**src/rtl/out_port_bank.sv**
```systemverilog
// Multi-channel FIFO-buffered output port: edge-detected bus writes, valid/ready drain per channel.
// Optional macro OUT_PORT_READBACK_EN builds per-channel last-written registers for readback.
module out_port_bank #(
  parameter  int DATA_W   = 32,
  parameter  int CHANNELS = 4,
  parameter  int DEPTH    = 4,
  localparam int SEL_W    = (CHANNELS > 1) ? $clog2(CHANNELS) : 1
) (
  input  logic                       Clock,
  input  logic                       Reset,
  input  logic [DATA_W-1:0]          BusMuxOut,
  input  logic                       OutPortin,
  input  logic [SEL_W-1:0]           port_sel,
  input  logic                       ovf_clr,
  input  logic                       OutPortout,
  output logic [DATA_W-1:0]          readback,
  output logic                       port_busy,
  output logic [CHANNELS-1:0]        port_full,
  output logic                       overflow,
  output logic [CHANNELS*DATA_W-1:0] ext_data,
  output logic [CHANNELS-1:0]        ext_valid,
  input  logic [CHANNELS-1:0]        ext_ready
);

  localparam int PTR_W = $clog2(DEPTH);
  localparam int CNT_W = PTR_W + 1;

  logic wr_prev;
  logic wr_req;
  logic sel_ok;
  logic sel_full;
  logic drop;

  always_ff @(posedge Clock or posedge Reset) begin
    if (Reset) wr_prev <= 1'b0;
    else       wr_prev <= OutPortin;
  end

  // A held strobe writes only once, on its first cycle high.
  assign wr_req = OutPortin & ~wr_prev;
  assign sel_ok = ({{(32-SEL_W){1'b0}}, port_sel} < 32'(CHANNELS));

  always_comb begin
    sel_full = 1'b0;
    for (int c = 0; c < CHANNELS; c++) begin
      if (port_sel == SEL_W'(c)) sel_full = port_full[c];
    end
  end

  assign port_busy = sel_full;
  assign drop      = wr_req & (~sel_ok | sel_full);

  always_ff @(posedge Clock or posedge Reset) begin
    if (Reset)        overflow <= 1'b0;
    else if (drop)    overflow <= 1'b1;
    else if (ovf_clr) overflow <= 1'b0;
  end

`ifdef OUT_PORT_READBACK_EN
  logic [CHANNELS*DATA_W-1:0] last_flat;
`endif

  for (genvar c = 0; c < CHANNELS; c++) begin : g_chan
    logic [DATA_W-1:0] mem [DEPTH];
    logic [PTR_W-1:0]  wr_ptr;
    logic [PTR_W-1:0]  rd_ptr;
    logic [CNT_W-1:0]  count;
    logic              push;
    logic              pop;

    // Fullness is judged on the pre-edge count, so a full channel drops even while popping.
    assign push = wr_req & (port_sel == SEL_W'(c)) & (count != CNT_W'(DEPTH));
    assign pop  = ext_valid[c] & ext_ready[c];

    always_ff @(posedge Clock or posedge Reset) begin
      if (Reset) begin
        wr_ptr <= '0;
        rd_ptr <= '0;
        count  <= '0;
      end else begin
        if (push) wr_ptr <= wr_ptr + 1'b1;
        if (pop)  rd_ptr <= rd_ptr + 1'b1;
        case ({push, pop})
          2'b10:   count <= count + 1'b1;
          2'b01:   count <= count - 1'b1;
          default: count <= count;
        endcase
      end
    end

    always_ff @(posedge Clock) begin
      if (push) mem[wr_ptr] <= BusMuxOut;
    end

    assign ext_valid[c] = (count != '0);
    assign port_full[c] = (count == CNT_W'(DEPTH));
    assign ext_data[c*DATA_W +: DATA_W] = ext_valid[c] ? mem[rd_ptr] : '0;

`ifdef OUT_PORT_READBACK_EN
    logic [DATA_W-1:0] last;

    always_ff @(posedge Clock or posedge Reset) begin
      if (Reset)     last <= '0;
      else if (push) last <= BusMuxOut;
    end

    assign last_flat[c*DATA_W +: DATA_W] = last;
`endif
  end

`ifdef OUT_PORT_READBACK_EN
  always_comb begin
    readback = '0;
    if (OutPortout) begin
      for (int c = 0; c < CHANNELS; c++) begin
        if (port_sel == SEL_W'(c)) readback = last_flat[c*DATA_W +: DATA_W];
      end
    end
  end
`else
  logic unused_outportout;
  assign unused_outportout = OutPortout;
  assign readback = '0;
`endif

endmodule

```
**config.mk**
```make
export PLATFORM = sky130hd
export DESIGN_NAME = out_port_bank
export DESIGN_NICKNAME = d
export VERILOG_FILES = /design/src/rtl/out_port_bank.sv
export SDC_FILE = /design/constraint.sdc
export NUM_CORES = 1
export LEC_CHECK = 0
export ABC_AREA = 1
export ABC_CLOCK_PERIOD_IN_PS = 3600
export BUFFER_PORTS_ARGS = -buffer_cell sky130_fd_sc_hd__buf_2
export CORE_MARGIN = 1
export CORE_UTILIZATION = 30
export CTS_CLUSTER_DIAMETER = 50
export DETAILED_ROUTE_END_ITERATION = 10
export PLACE_DENSITY_LB_ADDON = 0.2
export SLEW_MARGIN = 10
export SYNTH_ARGS = -nofsm -noshare
export SYNTH_HDL_FRONTEND = slang
export SYNTH_SLANG_ARGS = --single-unit
```
**constraint.sdc**
```tcl
create_clock -name Clock -period 3.6 [get_ports Clock]
set_input_delay 0.72 -clock Clock [delete_from_list [all_inputs] [get_ports Clock]]
set_output_delay 0.72 -clock Clock [all_outputs]
set_load 0.01 [all_outputs]
```
; ---- Word level (Yosys, flattened, before mapping)
; Memory sizes are Yosys's and may differ from the RTL's.
; Cells that the tools add are included.
[totals]
wordCells = 100
inputBits = 43
n_memories = 4
reg_bits = 30
mem_bits_rw = 512
out_inout_bits = 170
[op_classes]
bitwise = 15
n_reduce_logical = 10
eq_ne = 19
add_sub_neg = 16
mux = 22
[mem_list]
columns = memory, words, word_bits, read_ports, rd_ports_with_merged_regs, wr, line
row1 = g_chan[0].mem, 4, 32, 1, 0, 1, 64  ; logic [DATA_W-1:0] mem [DEPTH];
row2 = g_chan[1].mem, 4, 32, 1, 0, 1, 64
row3 = g_chan[2].mem, 4, 32, 1, 0, 1, 64
row4 = g_chan[3].mem, 4, 32, 1, 0, 1, 64
[op_table]
columns = op, n
row1 = $mux 32, 4
row2 = $pmux 3 s2, 4
row3 = $add 2x1->2 const B, 8
row4 = $and 1x1->1, 14
row5 = $mux 1, 14
row6 = $add 3x1->3 const B, 4
row7 = $eq 2x2->1 const B, 6
row8 = $eq 3x3->1 const B, 4
row9 = $ne 3x3->1 const B, 4
row10 = $reduce_bool 3->1, 4
row11 = $sub 3x1->3 const B, 4
row12 = $eq 2x1->1 const B, 5
row13 = $reduce_bool 2->1, 5
row14 = $logic_not 2->1, 1
row15 = $not 1->1, 1

; ---- Logic depth before layout (Yosys ltp)
; Gate-level depths: netlist (run 1).
[logic_depth]
ltp_word = 7
ltp_mapped = 10

; ---- Worst setup path before layout (run 1)
; OpenSTA, ideal clock, no wires.
[synth_timing]
path_type = input-to-reg
start = input OutPortin
end = memory g_chan[1].mem[0][0] (enable)
setup_slack_ns = 0.582
stages = 4
arrival_ns = 2.597
path_cell_list = inv_1 > nor2_2 > nand4_2 > nor2_1
[synth_between]
elab_chain_cells = 5
[synth_rtl]
columns = element, line
row1 = start: declaration, 12  ; input logic OutPortin,
row2 = $and 1x1->1, 40  ; assign wr_req = OutPortin & ~wr_prev;
row3 = $and 1x1->1 (2 in a row), 72  ; assign push = wr_req & (port_sel == SEL_W'(c)) & (count != CNT_W'(DEPTH));
row4 = $mux 1, 92  ; if (push) mem[wr_ptr] <= BusMuxOut;
row5 = $mux 1 (not written as such), 92
row6 = end: declaration, 64
; No other way between the ends.

; ---- Final worst setup path (run 1)
[layout_timing]
start = register g_chan[0].rd_ptr[0]
end = output ext_data[1]
[layout_between]
elab_chain_cells = 2
[layout_rtl]
columns = element, line
row1 = start: declaration, 66  ; logic [PTR_W-1:0] rd_ptr;
row2 = start signal: assignment, 82  ; if (pop) rd_ptr <= rd_ptr + 1'b1;
row3 = $mem_v2 4x32, --
row4 = $mux 32, 97  ; assign ext_data[c*DATA_W +: DATA_W] = ext_valid[c] ? mem[rd_ptr] : '0;
row5 = end: declaration, 20  ; output logic [CHANNELS*DATA_W-1:0] ext_data,
; No other way between the ends.

==> flow_metrics.tcl, run 1 <==
set metrics [dict create \
    hpwlAfterDp_um 33600 \
    vias 13305 \
    synthFlopType "edfxtp_1" \
    fmax_ghz 0.307 \
    tightestPinTransition_ns 0.968 \
    cts_buffer_depth 3 \
    place_congestion 0.741 \
    cts.sink_count 542 \
    drt_iter0_markers 791 \
    rr_endpoint "g_chan[2].count[2]" \
    max_stage_delay_ns 0.56 \
    grt_pass1_wl_um 81400 \
    hp-start "OutPortin" \
    start_kind "flip-flop" \
    die_w_um 272 \
    synth_edf_count 512 \
    num_antenna_cells 0 \
    path_clk_slew_ns 0.06 \
    async_reset_ff_frac 0.0554 \
    chipHeight_um 272 \
    finalPower_uw 21000 \
    finalClockSkew_ns 0.0195 \
    avgRoutedWirePerCell_um 18.5 \
    fin_area_sq_um 25600 \
    worstSkewPairLatency_ns 0.61 \
    h-tree-depth 2 \
    seq_area_frac_synth 0.739 \
    worstPathCellList "inv_2 > buf_4 > o21ai_0 > a21oi_1 > buf_2" \
    fin_tns_setup_ns 0 \
    critical-path-top-delay-family "buffers and inverters" \
    hp-class "in -> reg" \
    r2r_setup_slack_ns 1.29 \
    hold_slack_ns 0.241 \
    pin_count 213 \
    postSynthCellCount 1748 \
    dieArea_sq_um 73800 \
    area_growth_pct 17.3 \
    setup_ws_ns 0.347 \
    cpMaxStageDelayCell "dfrtp_2" \
    wl_um 54600 \
    drt_first_pass_iters 5 \
    leakage_uw 0.00908 \
    cts_inserted_buffers 60 \
    dp_slack_ns 0.947 \
    drive_gt1_frac 0.174 \
    viasPerCell 4.52 \
    fin_crit_sh 0.904 \
    min_path_cells 1 \
    critPathBufInv 3 \
    cts_resized 0 \
    synth_top_cell_by_area "edfxtp_1" \
    fillers 6978 \
    status "finished, final reports clean" \
    cts_root_buffer "clkbuf_16" \
    grt_overflow 0 \
    antenna_found_initial 4 \
    drv_slew 0 \
    numPortBuffers 179 \
    power_density_nw_per_um2 821 \
    drv_cap 0 \
    row_count 98 \
    slew_headroom 0.354 \
    synthTopCellsByCount "538 x nor2_1, 512 x edfxtp_1, 168 x o21ai_1" \
    critPathMaxFanout 21 \
    drc_errors 0 \
    yosys.area.top_type_share 0.705 \
    setup_viol 0 \
    crit_path_end_kind "output port" \
    grt_max_degree 65 \
    grt_setup_unrepaired "false" \
    cts_hold_buffers 0 \
    cts_tree "built" \
    whs_endpoint "wr_prev" \
    synth.distinct_cells 23 \
    dpl-instance-area_sq_um 23700 \
    yosysMostFrequentCell "nor2_1" \
    cp.required_ns 2.88 \
    path_class "reg -> out" \
    core_sq_um 71700 \
    avgSynthCellArea_sq_um 12.5 \
    first_global_vias 12725 \
    hold_viol_final 0 \
    peakVddDrop_v 0.000446 \
    reg2reg_from "g_chan[2].count[0]" \
    critPathArrivalTime_ns 2.53 \
    initial_core_util 0.304 \
    synth.top_cells.by_area "edfxtp_1 70%, nor2_1 9.3%, o21ai_1 3.9%" \
    ant_nets 0 \
    rr_worst_depth 11 \
    synth_area_sq_um 21800 \
    grt_util_all_layers 0.146 \
    nNetsFinal 2012 \
    yosysWarnings 0 \
    min_period_ns 3.25 \
    cts_setup_buffers 0 \
    synth-seq-cells 542 \
]
[worst register-to-register path, cell delays in order (launching register included)]
cell and delay, ns:
dfrtp_1 0.38, nor2_1 0.09, nand2_1 0.08, inv_1 0.04, buf_4 0.25, nor2_2 0.28
ha_1 0.20, inv_1 0.07, fa_1 0.38, a21oi_1 0.14, o21ai_0 0.12, xor2_1 0.16
[state kept, by name (all words and copies together) (netlist names)]
register / count
g_chan.mem: 512
g_chan.count: 12
g_chan.rd_ptr: 8
g_chan.wr_ptr: 8
overflow: 1
wr_prev: 1
[cells in the final DEF (no fill, tap or decap), types with 10 or more instances in the layout]
| master | count |
|---|---|
| clkinv_1 | 10 |
| xor2_1 | 16 |
| buf_4 | 46 |
| o21ai_1 | 168 |
| o21ai_0 | 96 |
| inv_1 | 61 |
| a21oi_1 | 136 |
| buf_2 | 179 |
| edfxtp_1 | 512 |
| dfrtp_1 | 26 |
| nand2_1 | 20 |
| clkbuf_16 | 62 |
| nor2_2 | 21 |
| clkinv_2 | 12 |
| nor2_1 | 522 |
| conb_1 | 32 |
| ha_1 | 20 |
| clkbuf_1 | 15 |
[power by group]
group	leakage (uW)	internal, uW	switching (uW)
Combinational	0.00321	2560	5100
Sequential	0.00496	7240	341
Clock	0.000919	3310	2460
Total	0.00908	13100	7890
[worst max path at each step]
stage,slack (ns),cells after the start,end,start
finish,0.35,5,ext_data[1],g_chan[0].rd_ptr[0]
global route,0.16,6,ext_data[49],g_chan[1].rd_ptr[0]
CTS,0.28,6,ext_data[61],g_chan[1].rd_ptr[0]
detailed placement,0.95,6,ext_data[61],g_chan[1].rd_ptr[0]
global placement,0.92,6,ext_data[56],g_chan[1].rd_ptr[0]
floorplan,0.58,4,g_chan[1].mem[0][0],OutPortin
[final cells by class]
class,instances,area [sq um],area share
clock inverters,31,205,0.00802
well taps,950,1190,0.0464
flip-flops and latches,542,16100,0.630
clock buffers,81,1660,0.0650
multi-input cells,1048,4860,0.190
repair buffers,228,1300,0.0508
inverters,65,244,0.00953
[cell families (layout without fill, tap and decap cells)]
family	after synthesis	count (layout)	share of synthesized area
AND/OR/NAND/NOR	572	572	0.101
flip-flops	542	542	0.739
AO/OA/AOI/OAI	400	400	0.0918
buffers and inverters	189	405	0.0451
adder cells (fa/ha/maj)	24	24	0.0151
XOR/XNOR	20	20	0.00803
other	1	32	0.000172
[per-layer routing]
| metal | wire, um | track usage |
|---|---|---|
| met3 | 2200 | 0.0249 |
| met4 | 1290 | 0.0421 |
| met2 | 26700 | 0.246 |
| met5 | 27 | 0 |
| met1 | 24400 | 0.193 |
[stage by stage]
stage               std cells  utilization
floorplan                1779            -
global placement         2833        0.331
detailed placement       2833        0.331
CTS                      2945        0.357
global route             2945        0.357
finish                   2945        0.357
Power figures use the tool's default switching activity.
==> run 2: changes to the inputs <==
--- a/config.mk
+++ b/config.mk
@@ -12,7 +12,7 @@
 export CORE_UTILIZATION = 30
 export CTS_CLUSTER_DIAMETER = 50
 export DETAILED_ROUTE_END_ITERATION = 10
-export PLACE_DENSITY_LB_ADDON = 0.2
+export PLACE_DENSITY = 0.48
 export SLEW_MARGIN = 10
 export SYNTH_ARGS = -nofsm -noshare
 export SYNTH_HDL_FRONTEND = slang
==> flow_metrics.tcl, run 2 (synthesis gave the netlist of run 1 again) <==
set metrics [dict create \
    status "finished, final reports clean" \
    viasPerCell 4.49 \
    grt_pass1_wl_um 80900 \
    crit_path_end_kind "output port" \
    cts_hold_buffers 0 \
    slew_headroom 0.406 \
    hpwlAfterDp_um 33800 \
    grt_util_all_layers 0.146 \
    top_regs "g_chan.mem (512), g_chan.count (12)" \
    drc_errors 0 \
    cts.sink_count 542 \
    nNetsFinal 2013 \
    tightestPinTransition_ns 0.891 \
    dpl-instance-area_sq_um 23700 \
    worstSkewPairLatency_ns 0.62 \
    peakVddDrop_v 0.000503 \
    leakage_uw 0.00909 \
    avgRoutedWirePerCell_um 18.5 \
    num_antenna_cells 0 \
    pin_count 213 \
    path_class "reg -> out" \
    hold_viol_final 0 \
    power_density_nw_per_um2 829 \
    drive_gt1_frac 0.174 \
    cts_root_buffer "clkbuf_16" \
    h-tree-depth 2 \
    initial_core_util 0.304 \
    setup_viol 0 \
    reg2reg_from "g_chan[0].count[0]" \
    numPortBuffers 179 \
    finalClockSkew_ns 0.0212 \
    top_register "g_chan.mem" \
    mostFrequentLayoutCell "nor2_1" \
    wl_um 54300 \
    antenna_found_initial 1 \
    row_count 98 \
    start_kind "flip-flop" \
    rr_endpoint "g_chan[0].count[2]" \
    cp.required_ns 2.88 \
    cts_buffer_depth 3 \
    path_clk_slew_ns 0.06 \
    vias 13175 \
    largest_reg_flops 512 \
    critPathArrivalTime_ns 2.64 \
    cts_setup_buffers 0 \
    fin_crit_sh 0.932 \
    grt_max_degree 67 \
    final_cell_mix "522 x nor2_1, 512 x edfxtp_1, 179 x buf_2, 168 x o21ai_1, 136 x a21oi_1" \
    critPathMaxFanout 26 \
    hp-class "in -> reg" \
    place_congestion 0.758 \
    drv_cap 0 \
    hold_slack_ns 0.246 \
    fin_area_sq_um 25600 \
    dieArea_sq_um 73800 \
    core_sq_um 71700 \
    rr_worst_depth 10 \
    die_w_um 272 \
    min_path_cells 1 \
    fmax_ghz 0.298 \
    chipHeight_um 272 \
    cts_tree "built" \
    min_period_ns 3.36 \
    drt_iter0_markers 755 \
    first_global_vias 12811 \
    fin_tns_setup_ns 0 \
    cts_inserted_buffers 60 \
    ant_nets 0 \
    area_growth_pct 17.5 \
    hp-start "OutPortin" \
    drv_slew 0 \
    grt_setup_unrepaired "false" \
    grt_overflow 0 \
    r2r_setup_slack_ns 1.24 \
    whs_endpoint "wr_prev" \
    drt_first_pass_iters 5 \
    cts_resized 0 \
]
-- run 2: final cells by class --
| class | instances | area [sq um] |
|---|---|---|
| well taps | 950 | 1190 |
| flip-flops and latches | 542 | 16100 |
| clock buffers | 74 | 1590 |
| clock inverters | 29 | 355 |
| multi-input cells | 1048 | 4860 |
| repair buffers | 229 | 1270 |
| inverters | 65 | 244 |
| fillers | 6929 | 46100 |
-- run 2: power by group --
part	total [uW]	internal [uW]	switching (uW)	leakage (uW)
Combinational	7620	2530	5090	0.00320
Sequential	7570	7240	333	0.00496
Clock	6060	3620	2440	0.000937
-- run 2: per-stage QoR --
| stage | util | setup slack [ns] | total power [uW] | cells |
|---|---|---|---|---|
| floorplan | - | 0.582 | 12300 | 1779 |
| global placement | 0.330 | 0.870 | 15400 | 2834 |
| detailed placement | 0.330 | 0.867 | 15500 | 2834 |
| CTS | 0.357 | 0.192 | 21600 | 2937 |
| global route | 0.357 | 0.0637 | 22600 | 2937 |
| finish | 0.357 | 0.245 | 21200 | 2937 |
-- run 2: worst max path at each step --
stage,startpoint,endpoint,slack [ns]
global placement,g_chan[2].rd_ptr[0],ext_data[80],0.87
detailed placement,g_chan[2].rd_ptr[0],ext_data[83],0.87
CTS,g_chan[2].rd_ptr[0],ext_data[83],0.19
global route,g_chan[2].rd_ptr[0],ext_data[83],0.06
floorplan,OutPortin,g_chan[1].mem[0][0],0.58
finish,g_chan[2].rd_ptr[0],ext_data[82],0.24
-- run 2: worst max-delay path: stages, from the launching register on --
cell and delay (ns):
dfrtp_2 0.70, buf_4 0.38, nor2_1 0.08, nor2_1 0.08, o21ai_1 0.08, a21oi_1 0.46, buf_2 0.23
-- run 2: metal layers --
metal	part of all wire	vias to the layer above	GRT usage
met4	0.021	0	0.0390
met2	0.49	266	0.243
met5	0	-	0
met3	0.039	71	0.0237
li1	-	6421	-
met1	0.45	6417	0.196
==> run 3: changes to the inputs <==
--- a/config.mk
+++ b/config.mk
@@ -5,7 +5,6 @@
 export SDC_FILE = /design/constraint.sdc
 export NUM_CORES = 1
 export LEC_CHECK = 0
-export ABC_AREA = 1
 export ABC_CLOCK_PERIOD_IN_PS = 3600
 export BUFFER_PORTS_ARGS = -buffer_cell sky130_fd_sc_hd__buf_2
 export CORE_MARGIN = 1
==> flow_metrics.tcl, run 3 <==
set metrics [dict create \
    status "finished, final reports clean" \
    avgRoutedWirePerCell_um 22.9 \
    final_cell_mix "512 x edfxtp_1, 179 x buf_2, 129 x and2_1, 112 x mux4_2, 73 x clkbuf_16" \
    async_reset_ff_frac 0.0554 \
    slew_headroom 0.596 \
    grt_overflow 0 \
    setup_ws_ns 0.456 \
    grt_util_all_layers 0.142 \
    leakage_uw 0.00883 \
    critPathMaxFanout 10 \
    nNetsFinal 1315 \
    finalClockSkew_ns 0.0264 \
    synth_edf_count 512 \
    area_growth_pct 19.6 \
    cpMaxStageDelayCell "dfrtp_2" \
    worstSkewPairLatency_ns 0.58 \
    numPortBuffers 179 \
    rr_worst_depth 8 \
    min_period_ns 3.14 \
    cts_hold_buffers 0 \
    fin_crit_sh 0.873 \
    drive_gt1_frac 0.355 \
    mostFrequentLayoutCell "edfxtp_1" \
    synth-seq-cells 542 \
    cts.sink_count 542 \
    cts_buffer_depth 3 \
    die_w_um 270 \
    cp.required_ns 2.88 \
    drt_iter0_markers 717 \
    critical-path-top-delay-family "flip-flops" \
    vias 10129 \
    fillers 6728 \
    avgSynthCellArea_sq_um 21.4 \
    initial_core_util 0.303 \
    hold_viol_final 0 \
    h-tree-depth 3 \
    grt_pass1_wl_um 74800 \
    synth.top_cells.by_area "edfxtp_1 71%, mux4_2 12%, and2_1 4.2%" \
    r2r_setup_slack_ns 1.22 \
    row_count 98 \
    viasPerCell 4.50 \
    path_clk_slew_ns 0.06 \
    grt_max_degree 35 \
    drv_slew 0 \
    synth_top_cell_by_area "edfxtp_1" \
    crit_path_end_kind "output port" \
    cts_inserted_buffers 69 \
    yosysMostFrequentCell "edfxtp_1" \
    pin_count 213 \
    cts_tree "built" \
    synthMuxAreaShare 0.138 \
    setup_viol 0 \
    drt_first_pass_iters 6 \
    seq_area_frac_synth 0.746 \
    path_class "reg -> out" \
    tightestPinTransition_ns 0.606 \
    drv_cap 0 \
    synth_top_family_by_area "multiplexers" \
    fin_area_sq_um 25900 \
    top_register "g_chan.mem" \
    synth.distinct_cells 35 \
    core_sq_um 71400 \
    yosys.area.top_type_share 0.711 \
    first_global_vias 10697 \
    critPathArrivalTime_ns 2.42 \
    start_kind "flip-flop" \
    chipHeight_um 270 \
    dpl-instance-area_sq_um 23700 \
    power_density_nw_per_um2 781 \
    antenna_found_initial 2 \
    synth_xor_area_frac 0.00972 \
    cts_setup_buffers 0 \
    postSynthCellCount 1009 \
    wl_um 51600 \
    critPathBufInv 2 \
    cp.depth 4 \
    dp_slack_ns 0.939 \
    grt_setup_unrepaired "false" \
    max_stage_delay_ns 0.60 \
    fin_tns_setup_ns 0 \
    synthAdderAreaFrac 0.0153 \
    peakVddDrop_v 0.000439 \
    dieArea_sq_um 73200 \
    drc_errors 0 \
    synth_area_sq_um 21600 \
    fmax_ghz 0.318 \
    ant_nets 0 \
    rr_endpoint "g_chan[1].count[2]" \
    synthFlopType "edfxtp_1" \
    synth-simple-area-share 0.0542 \
    synthTopCellsByCount "512 x edfxtp_1, 145 x and2_1, 112 x mux4_2" \
    reg2reg_from "g_chan[1].count[0]" \
    worstPathCellList "buf_4 > mux4_1 > and2_1 > buf_2" \
    place_congestion 0.681 \
    largest_reg_flops 512 \
    hpwlAfterDp_um 32200 \
    yosysWarnings 0 \
    cts_root_buffer "clkbuf_16" \
    synth_compound_area_frac 0.00197 \
    cts_resized 0 \
    top_regs "g_chan.mem (512), g_chan.count (12)" \
    post-route-util 0.362 \
    hp-class "in -> async" \
]
[run 3: cells by family after synthesis]
group,Yosys count
other,1
buffers and inverters,103
DFF,542
and+or+nand+nor,175
muxes,133
xor gates and xnor gates,24
adders and majority gates,24
AOI/OAI and AO/OA,7
[run 3: per-stage QoR]
| stage | cells | total power [uW] | hold slack, ns |
|---|---|---|---|
| final | 2250 | 20200 | 0.223 |
| after detailed placement | 2127 | 14000 | 0.477 |
| after CTS | 2249 | 20700 | 0.205 |
| after global routing | 2249 | 21200 | 0.239 |
| after global placement | 2127 | 13900 | 0.470 |
| after floorplan | 1040 | 11700 | 0.454 |
[run 3: report_power, final]
part | total (uW) | switching [uW] | internal, uW
Clock | 6620 | 2620 | 4000
Combinational | 5990 | 3190 | 2800
Sequential | 7590 | 338 | 7250
[run 3: layout make-up]
cell class              instances  area [sq um]  area share
well taps                     950          1190      0.0460
inverters                      27           101     0.00392
diodes                          1          2.50   0.0000968
clock buffers                  87          1880      0.0727
repair buffers                213          1350      0.0522
clock inverters                35           315      0.0122
multi-input cells             395          4890       0.189
flip-flops and latches        542         16100       0.624
[run 3: worst max path at each step]
stage	from	end	slack, ns
after floorplan	OutPortin	g_chan[2].mem[0][0]	1.16
after global placement	g_chan[3].rd_ptr[0]	ext_data[97]	0.97
after detailed placement	port_sel[1]	g_chan[1].mem[1][16]	0.94
after CTS	g_chan[3].rd_ptr[0]	ext_data[96]	0.34
after global routing	g_chan[3].rd_ptr[0]	ext_data[97]	0.30
final	g_chan[3].rd_ptr[0]	ext_data[97]	0.46
[run 3: per-layer routing]
metal,vias to the layer above,part of all wire,global-route usage
li1,4414,-,-
met1,5380,0.46,0.200
met2,261,0.47,0.225
met3,74,0.051,0.0254
met4,0,0.018,0.0424
met5,-,0,0
[run 3: worst min-delay path: stages]
cell,delay [ns]
buf_2,0.10
inv_1,0.04
buf_4,0.37
